<file path="config.mk">
export PLATFORM = sky130hd
export DESIGN_NAME = panda_pipe_adder
export DESIGN_NICKNAME = d
export VERILOG_FILES = /design/src/rtl/panda_pipe_adder.sv
export SDC_FILE = /design/constraint.sdc
export NUM_CORES = 1
export LEC_CHECK = 0
export BUFFER_PORTS_ARGS = -buffer_cell sky130_fd_sc_hd__buf_2
export CAP_MARGIN = 30
export CORE_AREA = 3 3 143 200
export DETAILED_ROUTE_END_ITERATION = 10
export DIE_AREA = 0 0 146 203
export PLACE_DENSITY = 0.59
export SLEW_MARGIN = 25
export SYNTH_ARGS = -nofsm -noshare
export SYNTH_HDL_FRONTEND = slang
export SYNTH_SLANG_ARGS = --single-unit
</file>
<file path="constraint.sdc">
create_clock -name clk_i -period 6.58 [get_ports clk_i]
set_clock_uncertainty 0.05 [all_clocks]
set_input_delay 0.658 -clock clk_i [delete_from_list [all_inputs] [get_ports clk_i]]
set_output_delay 0.658 -clock clk_i [all_outputs]
set_load 0.01 [all_outputs]
</file>
<file path="src/rtl/panda_pipe_adder.sv">
// Ripple-chunk pipelined adder/subtractor: one ChunkW slice per stage, with the
// operand bits carried forward and the result re-aligned at the output, under a global stall.
module panda_pipe_adder #(
  parameter int Width  = 32,
  parameter int Stages = 4
) (
  input  logic             clk_i,
  input  logic             rst_i,
  input  logic             flush_i,
  input  logic             in_valid_i,
  output logic             in_ready_o,
  input  logic [Width-1:0] operand_a_i,
  input  logic [Width-1:0] operand_b_i,
  input  logic             subtract_i,
  output logic             out_valid_o,
  input  logic             out_ready_i,
  output logic [Width-1:0] result_o,
  output logic             carry_o,
  output logic             overflow_o,
  output logic             zero_o
);

  localparam int ChunkW = Width / Stages;

  logic [Width-1:0] r_a   [Stages];
  logic [Width-1:0] r_b   [Stages];
  logic [Width-1:0] r_sum [Stages];
  logic             r_c   [Stages];
  logic             r_v   [Stages];
  logic             r_ovf;
  logic             r_zero;

  logic [Width-1:0] w_aIn     [Stages];
  logic [Width-1:0] w_bIn     [Stages];
  logic [Width-1:0] w_sumIn   [Stages];
  logic [Width-1:0] w_sumNext [Stages];
  logic             w_cIn     [Stages];
  logic             w_vIn     [Stages];
  logic [ChunkW:0]  w_chunk   [Stages];
  logic             w_en;
  logic             w_ovfNext;
  logic             w_zeroNext;

  assign w_en        = !r_v[Stages-1] || out_ready_i;
  assign in_ready_o  = w_en;
  assign out_valid_o = r_v[Stages-1];
  assign result_o    = r_sum[Stages-1];
  assign carry_o     = r_c[Stages-1];
  assign overflow_o  = r_ovf;
  assign zero_o      = r_zero;

  // Stage 0 takes the raw operands (b pre-inverted for subtract, subtract as carry-in);
  // each later stage works on the previous stage's registers, one chunk per stage.
  always_comb begin
    w_aIn[0]   = operand_a_i;
    w_bIn[0]   = operand_b_i ^ {Width{subtract_i}};
    w_sumIn[0] = '0;
    w_cIn[0]   = subtract_i;
    w_vIn[0]   = in_valid_i;
    for (int k = 1; k < Stages; k++) begin
      w_aIn[k]   = r_a[k-1];
      w_bIn[k]   = r_b[k-1];
      w_sumIn[k] = r_sum[k-1];
      w_cIn[k]   = r_c[k-1];
      w_vIn[k]   = r_v[k-1];
    end
    for (int k = 0; k < Stages; k++) begin
      w_chunk[k] = {1'b0, w_aIn[k][k*ChunkW +: ChunkW]}
                 + {1'b0, w_bIn[k][k*ChunkW +: ChunkW]}
                 + {{ChunkW{1'b0}}, w_cIn[k]};
      w_sumNext[k] = w_sumIn[k];
      w_sumNext[k][k*ChunkW +: ChunkW] = w_chunk[k][ChunkW-1:0];
    end
    w_ovfNext  = (w_aIn[Stages-1][Width-1] == w_bIn[Stages-1][Width-1]) &&
                 (w_sumNext[Stages-1][Width-1] != w_aIn[Stages-1][Width-1]);
    w_zeroNext = (w_sumNext[Stages-1] == '0);
  end

  // Flush only kills valid bits; data may keep stale values since nothing reads it unflagged.
  always_ff @(posedge clk_i) begin
    if (rst_i) begin
      for (int k = 0; k < Stages; k++) begin
        r_a[k]   <= '0;
        r_b[k]   <= '0;
        r_sum[k] <= '0;
        r_c[k]   <= 1'b0;
        r_v[k]   <= 1'b0;
      end
      r_ovf  <= 1'b0;
      r_zero <= 1'b0;
    end else if (w_en) begin
      for (int k = 0; k < Stages; k++) begin
        r_a[k]   <= w_aIn[k];
        r_b[k]   <= w_bIn[k];
        r_sum[k] <= w_sumNext[k];
        r_c[k]   <= w_chunk[k][ChunkW];
        r_v[k]   <= w_vIn[k] && !flush_i;
      end
      r_ovf  <= w_ovfNext;
      r_zero <= w_zeroNext;
    end else if (flush_i) begin
      for (int k = 0; k < Stages; k++) begin
        r_v[k] <= 1'b0;
      end
    end
  end

endmodule

</file>
**Word-level counts from Yosys, hierarchy flattened**

Memories as Yosys holds them, arrays and structs flattened.
Cells that the tools add are included.
W data, S select, Z words.

- Flip-flop bits (word level): 2
- Latch bits: 0
- RAM bits: 392
- ROM bits: 0
- Bits of input ports: 70
- Output and inout port bits: 37
- Logic and storage cells: 84
- Memories kept: 5

Memories:

| name | words | width | rd ports | clocked after memory_dff | write ports | RTL line | text |
|---|---|---|---|---|---|---|---|
| r_a | 4 | 32 | 3 | 0 | 4 | 25 | `logic [Width-1:0] r_a [Stages];` |
| r_b | 4 | 32 | 3 | 0 | 4 | 26 | `logic [Width-1:0] r_b [Stages];` |
| r_sum | 4 | 32 | 4 | 0 | 4 | 27 | `logic [Width-1:0] r_sum [Stages];` |
| r_c | 4 | 1 | 4 | 0 | 4 | 28 | `logic r_c [Stages];` |
| r_v | 4 | 1 | 4 | 0 | 4 | 29 | `logic r_v [Stages];` |

- Add/sub/neg operators: 8
- Multipliers: 0
- Divide/modulo/power cells: 0
- Order comparisons: 0
- Eq/ne operators: 2
- Shifts and indexed selects: 0
- Multiplexer cells: 33
- Bitwise logic cells: 25
- Reduce and logical (&&, ||, !) cells: 9

Operators by type and width:

| cell | count |
|---|---|
| $mux W32 | 12 |
| $add A8 B8 Y9 | 4 |
| $add A9 B1 Y9 | 4 |
| $logic_not A32 Y1 | 1 |
| $xor A32 B32 Y32 | 1 |
| $or A1 B1 Y1 | 24 |
| $mux W1 | 21 |
| $logic_and A1 B1 Y1 | 5 |
| $logic_not A1 Y1 | 2 |
| $eq A1 B1 Y1 | 1 |
| $logic_or A1 B1 Y1 | 1 |
| $ne A1 B1 Y1 | 1 |

**Depth between registers and ports, before layout**

An unclocked memory read counts as a cell.

- Depth after elaboration: 8
- Gate-level depth with buffers: 10

**Worst setup path after synthesis**

No wires, ideal clock.

- Path kind: in2reg
- Start point: input rst_i
- End point: memory r_a[0][10] (enable)
- Setup time: 0.532 ns
- Arrival time: 4.472 ns
- Data required time: 5.998 ns
- Path slack: 1.525 ns
- Stages: 3
- Path buffers: 1
- Cells stage by stage: clkbuf_1 -> nor2_1 -> inv_1

RTL lines:

| element | RTL line | text |
|---|---|---|
| start: declaration | 8 | `input logic rst_i,` |
| end: declaration | 25 |  |

==> flow_metrics.env <==
export IMPL_fp_dieH_um=203
export IMPL_grt_pass1_wl_um=24580
export IMPL_hp_class="in -> reg"
export IMPL_outcome="complete, no violations"
export IMPL_post_cts_resized=0
export IMPL_dieArea_mm2=0.02964
export IMPL_drive_above_1_share_pct=20.50
export IMPL_dp_hpwl_um=10280
export IMPL_vias_per_cell=4.245
export IMPL_synth_edff_count=182
export IMPL_drcViolationCount=0
export IMPL_drv_cap=0
export IMPL_yosysMostFrequentCell="edfxtp_1"
export IMPL_syn_avg_cell_area_um2=13.43
export IMPL_gr_total_overflow=0
export IMPL_rsz0062_at_grt="false"
export IMPL_clock_latency_ns=0.43
export IMPL_area_delta_synth_final_pct=15.45
export IMPL_n_antenna_cell=0
export IMPL_worstSetupPathType="reg -> reg"
export IMPL_synthTopCellsByCount="edfxtp_1, and2_1, nor2_1"
export IMPL_cts_buffers=17
export IMPL_synth_seq_cells=186
export IMPL_ir_drop_uv=166.5
export IMPL_final_setup_tns_ns=0
export IMPL_core_mm2=0.02692
export IMPL_dr_first_iter_drc_count=225
export IMPL_drt_pass1_iter_count=7
export IMPL_grt_pass1_vias=4871
export IMPL_synth_seq_area_share_pct=64.53
export IMPL_critical_path_max_fanout=95
export IMPL_nNetsFinal=819
export IMPL_antenna_left=0
export IMPL_crit_slowest_cell="buf_4"
export IMPL_synth_fp_nets=745
export IMPL_ys_warn_count=0
export IMPL_hold_slack_ns=0.4158
export IMPL_p_leak_nw=4.215
export IMPL_period_share_pct=40.87
export IMPL_netlist_instances=640
export IMPL_yosys_top_cells_area="edfxtp_1, and2_1, ha_1"
export IMPL_tritoncts="yes"
export IMPL_finalHoldViolCount=0
export IMPL_grtUsageTotal_pct=10.49
export IMPL_timing_fmax_mhz=371.8
export IMPL_numClockSinks=186
export IMPL_rows=71
export IMPL_crit_path_cell_trace="nor2b_1 -> inv_2 -> nor2_1 -> inv_6 -> buf_4 -> buf_12"
export IMPL_boundaryPins=107
export IMPL_async_reset_ff_share_pct=0
export IMPL_multiInputGateArea_mm2=0.002651
export IMPL_routabilityCongestion=0.8153
export IMPL_layout_min_cycle_time_ns=2.689
export IMPL_worst_pin_slew_ns=0.8415
export IMPL_post_cts_setup_buffers=0
export IMPL_nFillCells=2599
export IMPL_yosys_area_top_type="edfxtp_1"
export IMPL_htree_levels=4
export IMPL_end_kind="flop"
export IMPL_p_per_area_mw_per_mm2=266.2
export IMPL_slew_limit_headroom_pct=43.90
export IMPL_synth_top_cell_area_share_pct=63.60
export IMPL_crit_family="buffers and inverters"
export IMPL_antenna_found_initial=0
export IMPL_yosys_most_used_dff="edfxtp_1"
export IMPL_synthesis_area_mm2=0.008593
export IMPL_grt_max_degree=96
export IMPL_max_stage_delay_ns=0.59
export IMPL_seq_area_mm2=0.005545
export IMPL_clkTransAtPathRegs_ns=0.07
export IMPL_clockBufferDepth=2
export IMPL_vias=4635
export IMPL_routed_wl_um=14890
export IMPL_start_kind="flop"
export IMPL_ys_types=49
export IMPL_cp_arrival_ns=2.76
export IMPL_wire_per_inst_um=13.63
export IMPL_path_buf_inv=4
export IMPL_start_util_pct=31.92
export IMPL_die_w_um=146
export IMPL_slew_viol_final=0
export IMPL_cts_hold_fix_buffers=0
export IMPL_setup_viol=0
export IMPL_portBuffers=106
export IMPL_cp_required_ns=6.65
export IMPL_root_buffer="clkbuf_16"
[per-layer routing]
metal | part of all wire, % | track usage (%)
met5 | 0 | 0
met4 | 2.1 | 4.237
met3 | 5.1 | 2.724
met2 | 51 | 18.48
met1 | 41 | 12.16
[worst register-to-register path, cell delays in order, from the launching register on]
cell,delay [ns]
dfxtp_1,0.30
nor2b_1,0.22
inv_2,0.16
nor2_1,0.11
inv_6,0.57
buf_4,0.64
buf_12,0.31
[sequential cells by signal, summed over array words and instances (netlist names)]
| register | cells |
|---|---|
| r_b | 48 |
| r_sum | 80 |
| overflow_o | 1 |
| zero_o | 1 |
| r_v | 4 |
| r_c | 4 |
| r_a | 48 |
[metrics by stage]
stage          utilization (%)  setup slack (ns)  power (mW)  instances  instance area, um^2
6_report                 36.86             3.891       2.641       1092                 9921
5_1_grt                  36.86             3.624       2.757       1092                 9921
4_1_cts                  36.86             3.821       2.671       1092                 9921
3_5_place_dp             34.63             3.479       1.636       1060                 9323
3_3_place_gp             34.44             3.469       1.628       1058                 9270
2_1_floorplan                -             1.525       1.566        640                 8593
[cell type report]
cell class,count,share of cell area [%]
Clock inverter,14,1.703
Tap cell,365,4.603
Clock buffer,18,4.326
Inverter,17,0.6937
Timing Repair Buffer,111,6.054
Sequential cell,186,55.90
Multi-Input combinational cell,381,26.72
[cell usage in the layout, fill, tap and decap left out, types with 8 or more instances in the layout]
cell type | netlist | routed
nor2_1 | 51 | 51
xor2_1 | 12 | 12
nor2b_1 | 9 | 9
nand2_1 | 11 | 11
edfxtp_1 | 182 | 182
o21ai_1 | 8 | 8
a21oi_1 | 14 | 14
nor3_1 | 11 | 11
and2_1 | 126 | 126
ha_1 | 28 | 28
xnor2_1 | 32 | 32
clkbuf_16 | 0 | 17
buf_2 | 6 | 106
inv_1 | 15 | 14
or3_1 | 8 | 8
[final timing paths]
path | end | from | slack, ns | depth (start not counted)
max | r_sum[0][105] | r_v[3] | 3.89 | 6
min | r_v[3] | flush_i | 0.42 | 2
max reg2reg | r_sum[0][105] | r_v[3] | 3.89 | 6
min reg2reg | overflow_o | overflow_o | 0.42 | 2
[logic make-up (layout without fill, tap and decap cells)]
group / Yosys count / in the layout / share of synthesized area, %
AO/OA/AOI/OAI: 54 / 54 / 4.135
adder cells (fa/ha/maj): 35 / 35 / 5.708
AND/OR/NAND/NOR: 245 / 245 / 15.97
flip-flops: 186 / 186 / 64.53
XOR/XNOR: 44 / 44 / 4.485
buffers and inverters: 73 / 160 / 4.761
multiplexers: 3 / 3 / 0.4076
[power breakdown]
part	internal (mW)	leakage [nW]	switching (mW)
Clock	0.600	0.288	0.437
Combinational	0.104	1.73	0.112
Sequential	1.37	2.20	0.0191
Total	2.07	4.22	0.568
(Power assumes the default switching activity.)
